--- config.mk ---
export PLATFORM = sky130hd
export DESIGN_NAME = snake_dir_ctrl
export DESIGN_NICKNAME = d
export VERILOG_FILES = /design/src/rtl/snake_pkg.sv /design/src/rtl/dir_fifo2.sv /design/src/rtl/snake_dir_ctrl.sv
export SDC_FILE = /design/constraint.sdc
export NUM_CORES = 1
export LEC_CHECK = 0
export ABC_AREA = 1
export CAP_MARGIN = 10
export CELL_PAD_IN_SITES_DETAIL_PLACEMENT = 1
export CELL_PAD_IN_SITES_GLOBAL_PLACEMENT = 1
export CORE_MARGIN = 8
export CORE_UTILIZATION = 30
export DETAILED_ROUTE_END_ITERATION = 16
export PLACE_DENSITY = 0.53
export SLEW_MARGIN = 0
export SYNTH_ARGS = -nofsm -noshare
export SYNTH_HDL_FRONTEND = slang
export SYNTH_SLANG_ARGS = --single-unit
--- constraint.sdc ---
create_clock -name I_clk -period 4.4 [get_ports I_clk]
set_input_delay 0.88 -clock I_clk [delete_from_list [all_inputs] [get_ports I_clk]]
set_output_delay 0.88 -clock I_clk [all_outputs]
set_load 0.005 [all_outputs]
--- src/rtl/snake_pkg.sv ---
`default_nettype none
// +-------------------------------------------------------------------+
// | snake_pkg: direction codes, FSM encodings and helpers shared by    |
// | the snake direction controller.               Revision: 1.0       |
// +-------------------------------------------------------------------+
package snake_pkg;

  typedef logic [1:0] dir_t;

  localparam dir_t DIR_UP    = 2'b00;
  localparam dir_t DIR_DOWN  = 2'b01;
  localparam dir_t DIR_LEFT  = 2'b10;
  localparam dir_t DIR_RIGHT = 2'b11;
  localparam dir_t DIR_RESET = DIR_RIGHT;

  localparam logic [0:0] ST_IDLE = 1'b0;
  localparam logic [0:0] ST_RUN  = 1'b1;

  // Opposite pairs share the axis bit (bit1) and differ in the sense bit.
  function automatic logic is_opposite(input dir_t a, input dir_t b);
    return (a[1] == b[1]) && (a[0] != b[0]);
  endfunction

endpackage
`default_nettype wire

--- src/rtl/dir_fifo2.sv ---
`default_nettype none
// +-------------------------------------------------------------------+
// | dir_fifo2: 2-deep FIFO of pending directions with head/tail view.  |
// |                                               Revision: 1.0       |
// +-------------------------------------------------------------------+
module dir_fifo2
  import snake_pkg::*;
(
  input  logic       clk_i,
  input  logic       rst_ni,
  input  logic       clear_i,
  input  logic       push_i,
  input  logic       pop_i,
  input  dir_t       data_i,
  output dir_t       head_o,
  output dir_t       tail_o,
  output logic [1:0] count_o
);

  dir_t       e0_q, e0_d;
  dir_t       e1_q, e1_d;
  logic [1:0] cnt_q, cnt_d;
  logic       do_pop;
  logic       do_push;

  always_comb begin
    e0_d    = e0_q;
    e1_d    = e1_q;
    cnt_d   = cnt_q;
    do_pop  = pop_i && (cnt_q != 2'd0);
    // A full FIFO still accepts a push when the same cycle frees a slot.
    do_push = push_i && ((cnt_q != 2'd2) || do_pop);
    if (clear_i) begin
      cnt_d = 2'd0;
    end else begin
      case ({do_push, do_pop})
        2'b10: begin
          if (cnt_q == 2'd0) e0_d = data_i;
          else               e1_d = data_i;
          cnt_d = cnt_q + 2'd1;
        end
        2'b01: begin
          e0_d  = e1_q;
          cnt_d = cnt_q - 2'd1;
        end
        2'b11: begin
          if (cnt_q == 2'd1) begin
            e0_d = data_i;
          end else begin
            e0_d = e1_q;
            e1_d = data_i;
          end
        end
        default: ;
      endcase
    end
  end

  always_ff @(posedge clk_i or negedge rst_ni) begin
    if (!rst_ni) begin
      e0_q  <= DIR_RESET;
      e1_q  <= DIR_RESET;
      cnt_q <= 2'd0;
    end else begin
      e0_q  <= e0_d;
      e1_q  <= e1_d;
      cnt_q <= cnt_d;
    end
  end

  assign head_o  = e0_q;
  assign tail_o  = (cnt_q == 2'd2) ? e1_q : e0_q;
  assign count_o = cnt_q;

endmodule
`default_nettype wire

--- src/rtl/snake_dir_ctrl.sv ---
`default_nettype none
// +-------------------------------------------------------------------+
// | snake_dir_ctrl: button presses to committed heading + step tick.   |
// |                                               Revision: 1.0       |
// +-------------------------------------------------------------------+
module snake_dir_ctrl
  import snake_pkg::*;
#(
  parameter int unsigned STEP_DIV = 25_000_000,
  parameter int unsigned CNT_W    = 25
) (
  input  logic       I_clk,
  input  logic       I_rst_n,
  input  logic       I_button_u,
  input  logic       I_button_d,
  input  logic       I_button_r,
  input  logic       I_button_l,
  input  logic       I_game_over,
  output logic [1:0] O_dir,
  output logic       O_step,
  output logic       O_running
);

  localparam logic [CNT_W-1:0] CNT_LAST = CNT_W'(STEP_DIV - 1);

  logic [3:0]       btn_now;
  logic [3:0]       btn_q;
  logic [3:0]       press;
  logic             press_vld;
  dir_t             press_dir;
  dir_t             last_dir;
  logic             accept;
  logic             tick;

  logic [0:0]       state_q, state_d;
  logic [CNT_W-1:0] cnt_q, cnt_d;
  dir_t             dir_q, dir_d;
  logic             step_q, step_d;

  logic             fifo_clear, fifo_push, fifo_pop;
  dir_t             fifo_head, fifo_tail;
  logic [1:0]       fifo_cnt;

  assign btn_now = {I_button_u, I_button_d, I_button_r, I_button_l};
  assign press   = btn_now & ~btn_q;

  always_comb begin
    press_vld = 1'b1;
    press_dir = DIR_UP;
    if      (press[3]) press_dir = DIR_UP;
    else if (press[2]) press_dir = DIR_DOWN;
    else if (press[1]) press_dir = DIR_RIGHT;
    else if (press[0]) press_dir = DIR_LEFT;
    else               press_vld = 1'b0;
  end

  // A new turn is judged against the latest pending turn, not the current heading.
  assign last_dir = (fifo_cnt != 2'd0) ? fifo_tail : dir_q;
  assign accept   = press_vld && (press_dir != last_dir) && !is_opposite(press_dir, last_dir);
  assign tick     = (state_q == ST_RUN) && (cnt_q == CNT_LAST);

  always_ff @(posedge I_clk or negedge I_rst_n) begin
    if (!I_rst_n) state_q <= ST_IDLE;
    else          state_q <= state_d;
  end

  always_comb begin
    state_d = state_q;
    case (state_q)
      ST_IDLE: if (press_vld)   state_d = ST_RUN;
      ST_RUN:  if (I_game_over) state_d = ST_IDLE;
      default:                  state_d = ST_IDLE;
    endcase
  end

  always_comb begin
    cnt_d      = '0;
    dir_d      = dir_q;
    step_d     = 1'b0;
    fifo_clear = 1'b0;
    fifo_push  = 1'b0;
    fifo_pop   = 1'b0;
    case (state_q)
      ST_IDLE: begin
        if (press_vld) begin
          dir_d      = press_dir;
          fifo_clear = 1'b1;
        end
      end
      ST_RUN: begin
        if (I_game_over) begin
          dir_d      = DIR_RESET;
          fifo_clear = 1'b1;
        end else begin
          cnt_d     = tick ? '0 : cnt_q + 1'b1;
          step_d    = tick;
          fifo_pop  = tick;
          fifo_push = accept;
          if (tick && (fifo_cnt != 2'd0)) dir_d = fifo_head;
        end
      end
      default: ;
    endcase
  end

  always_ff @(posedge I_clk or negedge I_rst_n) begin
    if (!I_rst_n) begin
      btn_q  <= 4'b0000;
      cnt_q  <= '0;
      dir_q  <= DIR_RESET;
      step_q <= 1'b0;
    end else begin
      btn_q  <= btn_now;
      cnt_q  <= cnt_d;
      dir_q  <= dir_d;
      step_q <= step_d;
    end
  end

  dir_fifo2 u_fifo (
    .clk_i   (I_clk),
    .rst_ni  (I_rst_n),
    .clear_i (fifo_clear),
    .push_i  (fifo_push),
    .pop_i   (fifo_pop),
    .data_i  (press_dir),
    .head_o  (fifo_head),
    .tail_o  (fifo_tail),
    .count_o (fifo_cnt)
  );

  assign O_dir     = dir_q;
  assign O_step    = step_q;
  assign O_running = (state_q == ST_RUN);

endmodule
`default_nettype wire

==> results of run 1 <==
## state kept, by name, indices dropped and copies added (netlist names)
register,cells
btn_q,4
O_step,1
O_running,1
u_fifo.count_o,2
O_dir,2
u_fifo.head_o,2
cnt_q,25
u_fifo.e1_q,2
## final cells by class
cell class              instances  area (µm²)  area share, %
flip-flops and latches         39         983           38.2
clock inverters                 2        35.0           1.36
clock buffers                   6        82.6           3.21
well taps                      99         124           4.82
repair buffers                 10        95.1           3.70
inverters                      42         158           6.13
multi-input cells             212        1090           42.6
## routing by layer
metal | track usage (%) | up-vias
met5 | 0 | -
met4 | 3.39 | 0
met3 | 2.63 | 6
met2 | 20.7 | 19
met1 | 15.4 | 910
li1 | - | 980
## power by group through the flow
stage / clock network, mW / registers (mW) / logic, mW
floorplan: 0 / 0.433 / 0.129
global placement: 0 / 0.442 / 0.191
detailed placement: 0 / 0.441 / 0.195
CTS: 0.331 / 0.434 / 0.196
global route: 0.342 / 0.439 / 0.219
finish: 0.317 / 0.433 / 0.191
## tightest hold or removal path: cells and delay by family (launching register included)
kind | cells | cell delay (ns)
AND/OR/NAND/NOR | 2 | 0.10
flip-flops | 1 | 0.38
## placed cells by master, fill, tap and decap left out, drive strengths merged, types with 2 or more instances in the layout
| cell | n |
|---|---|
| nand4 | 9 |
| nor3 | 8 |
| clkbuf | 6 |
| o22ai | 2 |
| a21oi | 14 |
| dfrtp | 33 |
| clkdlybuf4s50 | 9 |
| nand3 | 28 |
| nor2 | 51 |
| dfstp | 6 |
| nand2 | 74 |
| inv | 42 |
| ha | 4 |
| o21ai | 12 |
| a211oi | 2 |
## path summary, 6_finish.rpt
kind                                              endpoint  slack, ns  cells past startpoint
min in group asynchronous               cnt_q[8]$_DFF_PN0_       0.73                      1
worst min register to register  u_fifo.e1_q[0]$_DFFE_PN1P_       0.48                      2
worst max register to register          cnt_q[3]$_DFF_PN0_       2.24                     10
max in group asynchronous               cnt_q[7]$_DFF_PN0_       3.10                      1
worst max-delay path                    cnt_q[3]$_DFF_PN0_       1.93                      6
worst min-delay path            u_fifo.e1_q[0]$_DFFE_PN1P_       0.48                      2
## through the flow
stage | area, µm² | setup WS (ns)
2_1_floorplan | 2250 | 2.50
3_5_place_dp | 2450 | 1.53
3_3_place_gp | 2450 | 1.63
6_report | 2570 | 1.93
5_1_grt | 2570 | 1.68
4_1_cts | 2570 | 1.86
## cell families after synthesis
logic type | Yosys count | share of synthesized area (%)
AOI/OAI and AO/OA | 34 | 8.97
buffers and inverters | 44 | 7.47
and+or+nand+nor | 172 | 36.8
adders and majority gates | 4 | 2.23
DFF | 39 | 43.8
xor gates and xnor gates | 2 | 0.780
==> out/results.ini, run 1 <==
[drt]
num_vias = 1915
vias_per_cell = 4.67
drt.antenna.violating_nets = 0
first_pass_iters = 4
wl_met1_mm = 2.84
drt-total-wl_mm = 5.78
drt_iter0_markers = 36
highest_layer = met4
met2_length_mm = 2.73
drc_errors = 0
met3_length_um = 149
wire_per_inst_um = 14.1

[cts]
clockBufferDepth = 2
cts_tree = built
clk_pin_slew_ns = 0.08
cts_root_buffer = clkbuf_8
postCtsSetupBuffers = 0
ctsHoldBuffers = 0
clk_latency_ns = 0.29
cts_resized = 0
htreeDepth = 2
cts_num_sinks = 39
cts_made_buffers = 5

[cells_and_area]
drive_gt1_share_pct = 14.5
final_util_pct = 35.5
n_antenna_cell = 0
stdcell_count = 410
syn_to_final_growth_pct = 14.5
num-nets-final = 321
nFillCells = 898

[power]
power_density_nw_per_um2 = 365
sequentialPowerShare_pct = 46.0
power.internal_mw = 0.659
leakage_nw = 1.14
clockPowerShare_pct = 33.7
p_sw_mw = 0.281
power_mw = 0.940
p_sw_share_pct = 29.9
ir_worst_vdd_uv = 174
p_comb_share_pct = 20.3

[grt]
antenna_found_initial = 0
grt_max_degree = 40
grt-ovfl-total = 0
first_global_vias = 2082
grt_use_total_pct = 12.3
grt_pass1_wl_mm = 10.0

[placement]
post-dp-hpwl_mm = 4.44
place_congestion = 0.771
place_inst = 402
numPortBuffers = 10

[timing]
hold_violations = 0
final.min_clock_period_ns = 2.47
worst_pin_slew_ns = 0.934
finalSetupViolCount = 0
max_freq_ghz = 0.404
rsz0062_at_grt = no
hold_ws_ns = 0.476
fin_setup_tns_ns = 0
skew_ns = 0.00755
relSlewSlack_pct = 37.8
fin_crit_sh_pct = 56.2
final_max_slew_viol_count = 0

[synthesis]
synth_edf_count = 0
yosysUniqueCellTypes = 33
ys_seq_area_share_pct = 43.8
synth.most_common_cell = nand2_1
avgSynthCellArea_um2 = 7.61
synthTopCellsByArea = dfrtp_1, nand2_1, dfstp_2
yosysTopAreaCell = dfrtp_1
synth_top_flop_cell = dfrtp_1
synth_cells = 295
synth_top_cell_area_share_pct = 36.8
ys_async_sr_fraction_pct = 100
ys_ff_latch = 39
synth_common_cells = nand2_1, nor2_1, inv_1, dfrtp_1, nand3_1
synth_area_um2 = 2250
synthesis.nets = 306
yosysWarnings = 0

[floorplanning]
die_h_um = 103
rows = 31
die_w_um = 103
dieArea_um2 = 10500
core_um2 = 7250
pin_count = 11
start_util_pct = 31.0

[critical_path]
path_cells = clkdlybuf4s50_1, nor2_4, nand2_1, inv_1, o21ai_0, a21oi_1
path_class = input pin to register
cp.required_ns = 4.62
worst-path-buf-inv = 2
path_delay_family = buffers and inverters
r2r_start = cnt_q[0]$_DFF_PN0_
start_kind = input pin
cp_data_arrival_time_ns = 2.69
crit_slowest_cell = clkdlybuf4s50_1
crit_path_max_fanout = 13
end_kind = register
max_stage_delay_ns = 0.48
critPathLaunch = I_game_over

[status]
status = finished, final reports clean

[hold_path]
hold_path.class = register to register
hp-start = u_fifo.e1_q[0]$_DFFE_PN1P_

[run]
drv_cap = 0

No activity file was read; power rests on OpenSTA's default activity.
==> run 2, diff against run 1 <==
==> constraint.sdc (replaced) <==
create_clock -name I_clk -period 2.5 [get_ports I_clk]
set_input_delay 0.5 -clock I_clk [delete_from_list [all_inputs] [get_ports I_clk]]
set_output_delay 0.5 -clock I_clk [all_outputs]
set_load 0.005 [all_outputs]
==> run 2 against run 1 <==
Compared with the run above: clock skew increased by 0.0033 ns; first-iteration DRC count decreased by 5.6%; die area is the same; non-clock buffer count increased by 5; hold slack lost 0.30 ns; core utilization is 0.33 points higher; via count increased by 0.57%; largest power group unchanged.
==> out/results.ini, run 2 (synthesis gave the netlist of run 1 again) <==
[cts]
cts_made_buffers = 5  ; unchanged
htreeDepth = 2  ; unchanged
cts_num_sinks = 39  ; unchanged
cts_tree = built  ; unchanged
cts_resized = 0  ; unchanged
ctsHoldBuffers = 0  ; unchanged
clockBufferDepth = 2  ; unchanged
clk_latency_ns = 0.29  ; about the same
clk_pin_slew_ns = 0.09  ; was 0.08 ns
postCtsSetupBuffers = 0  ; unchanged
cts_root_buffer = clkbuf_8  ; unchanged

[timing]
max_freq_ghz = 0.511
fin_setup_tns_ns = 0  ; unchanged
finalSetupViolCount = 0  ; unchanged
skew_ns = 0.0108  ; was 0.00755 ns
hold_ws_ns = 0.176  ; was 0.476 ns
rsz0062_at_grt = no  ; unchanged
hold_violations = 0  ; unchanged
final.min_clock_period_ns = 1.96
fin_ws_ns = 0.544  ; was 1.93 ns
final_max_slew_viol_count = 0  ; unchanged
fin_crit_sh_pct = 78.2
relSlewSlack_pct = 64.6  ; was 37.8%
worst_pin_slew_ns = 0.532  ; was 0.934 ns

[hold_path]
hold_path.class = input pin to asynchronous set/reset pin  ; was register to register

[floorplanning]
rows = 31  ; unchanged
pin_count = 11  ; unchanged
core_um2 = 7250  ; unchanged
dieArea_um2 = 10500  ; unchanged
start_util_pct = 31.0  ; unchanged
die_w_um = 103  ; unchanged
die_h_um = 103  ; unchanged

[critical_path]
max_stage_delay_ns = 0.41  ; was 0.48 ns
cp.required_ns = 2.68  ; was 4.62 ns
path_class = register to register  ; was input pin to register
crit_slowest_cell = dfrtp_1  ; was clkdlybuf4s50_1
critPathMostFrequentCell = inv_1
cp_data_arrival_time_ns = 2.13  ; was 2.69 ns
critPathLaunch = u_fifo.count_o[0]$_DFFE_PN0P_  ; was I_game_over
end_kind = register  ; unchanged
crit_path_max_fanout = 9  ; was 13
r2r_start = u_fifo.count_o[0]$_DFFE_PN0P_  ; was cnt_q[0]$_DFF_PN0_
start_kind = register  ; was input pin
path_cells = inv_1, ha_1, inv_2, o211ai_1, nand2_2, nand3_1, inv_1, a21oi_1, nand2_1  ; was clkdlybuf4s50_1, nor2_4, nand2_1, inv_1, o21ai_0, a21oi_1

[cells_and_area]
num-nets-final = 326  ; was 321
drive_gt1_share_pct = 15.8  ; was 14.5%
multi_input_area_um2 = 1090  ; unchanged
largest_register_ffs = 25  ; unchanged
final-seq-area_um2 = 983  ; unchanged
layout_commonest_cell = nand2_1  ; unchanged
nFillCells = 915  ; was 898
regMostFlops = cnt_q  ; unchanged
top_regs = cnt_q x25, btn_q x4  ; unchanged
final_cell_mix = nand2_1, nor2_1, inv_1  ; unchanged
fin_area_um2 = 2600  ; was 2570 µm²
n_antenna_cell = 0  ; unchanged
syn_to_final_growth_pct = 15.6  ; was 14.5%

[placement]
placed_area_um2 = 2490  ; was 2450 µm²
place_congestion = 0.753  ; was 0.771
numPortBuffers = 10  ; unchanged
post-dp-hpwl_mm = 4.44  ; about the same
pre_cts_ws_ns = 0.343  ; was 1.53 ns

[grt]
grt_pass1_wl_mm = 9.93  ; was 10.0 mm
grt-ovfl-total = 0  ; unchanged
grt_use_total_pct = 12.0  ; was 12.3%
first_global_vias = 2039  ; was 2082
grt_max_degree = 22  ; was 40
antenna_found_initial = 0  ; unchanged

[power]
power_density_nw_per_um2 = 615  ; was 365 nW/µm²
power_mw = 1.60  ; was 0.940 mW
leakage_nw = 1.15  ; was 1.14 nW
ir_worst_vdd_uv = 284  ; was 174 µV

[drt]
num_vias = 1926  ; was 1915
wire_per_inst_um = 13.4  ; was 14.1 µm
drc_errors = 0  ; unchanged
drt.antenna.violating_nets = 0  ; unchanged
vias_per_cell = 4.64  ; was 4.67
drt_iter0_markers = 34  ; was 36
drt-total-wl_mm = 5.56  ; was 5.78 mm
first_pass_iters = 4  ; unchanged

[status]
status = finished, final reports clean  ; unchanged

[run]
drv_cap = 0  ; unchanged

[run 2: changes by cell type in the layout (fill, tap and decap cells not counted), sizes merged]
cell / before / now
clkinv: 1 / 0
clkinvlp: 0 / 1
clkbuf: 6 / 7
buf: 1 / 6
bufinv: 1 / 0
[run 2: final cells by class]
class                           count  share of cell area, %
Tap cell                           99                   4.77
Inverter                           42                   6.07
Timing Repair Buffer               15                   5.11
Sequential cell                    39                   37.9
Multi-Input combinational cell    212                   42.2
Clock buffer                        7                   3.71
Clock inverter                      1                  0.289
[run 2: path summary, 6_finish.rpt]
kind | slack, ns | cells past startpoint | to
min in group I_clk | 0.48 | 2 | u_fifo.e1_q[0]$_DFFE_PN1P_
worst max-delay path | 0.54 | 9 | u_fifo.count_o[1]$_DFFE_PN0P_
worst min register to register | 0.48 | 2 | u_fifo.e1_q[0]$_DFFE_PN1P_
worst max register to register | 0.54 | 9 | u_fifo.count_o[1]$_DFFE_PN0P_
max in group asynchronous | 1.68 | 2 | u_fifo.head_o[0]$_DFFE_PN1P_
worst min-delay path | 0.18 | 1 | cnt_q[9]$_DFF_PN0_
[run 2: critical path, delay by kind of cell, from the launching register on]
family	cells	cell delay [ns]
DFF	1	0.41
buffers and inverters	3	0.30
and+or+nand+nor	3	0.43
adders and majority gates	1	0.34
AOI/OAI and AO/OA	2	0.38
[run 2: where the power goes]
part | switching, mW | total (mW) | internal [mW]
Clock | 0.230 | 0.482 | 0.251
Sequential | 0.0525 | 0.767 | 0.715
Combinational | 0.217 | 0.347 | 0.130
[run 2: stage by stage]
step / utilization (%) / cells
2_1_floorplan: - / 295
3_3_place_gp: 34.4 / 407
3_5_place_dp: 34.4 / 407
4_1_cts: 35.8 / 415
5_1_grt: 35.8 / 415
6_report: 35.8 / 415
[run 2: routing by layer]
metal	part of all wire, %	track usage, %
met1	49	15.5
met2	48	19.9
met3	2.7	2.70
met4	0.41	2.71
met5	0	0
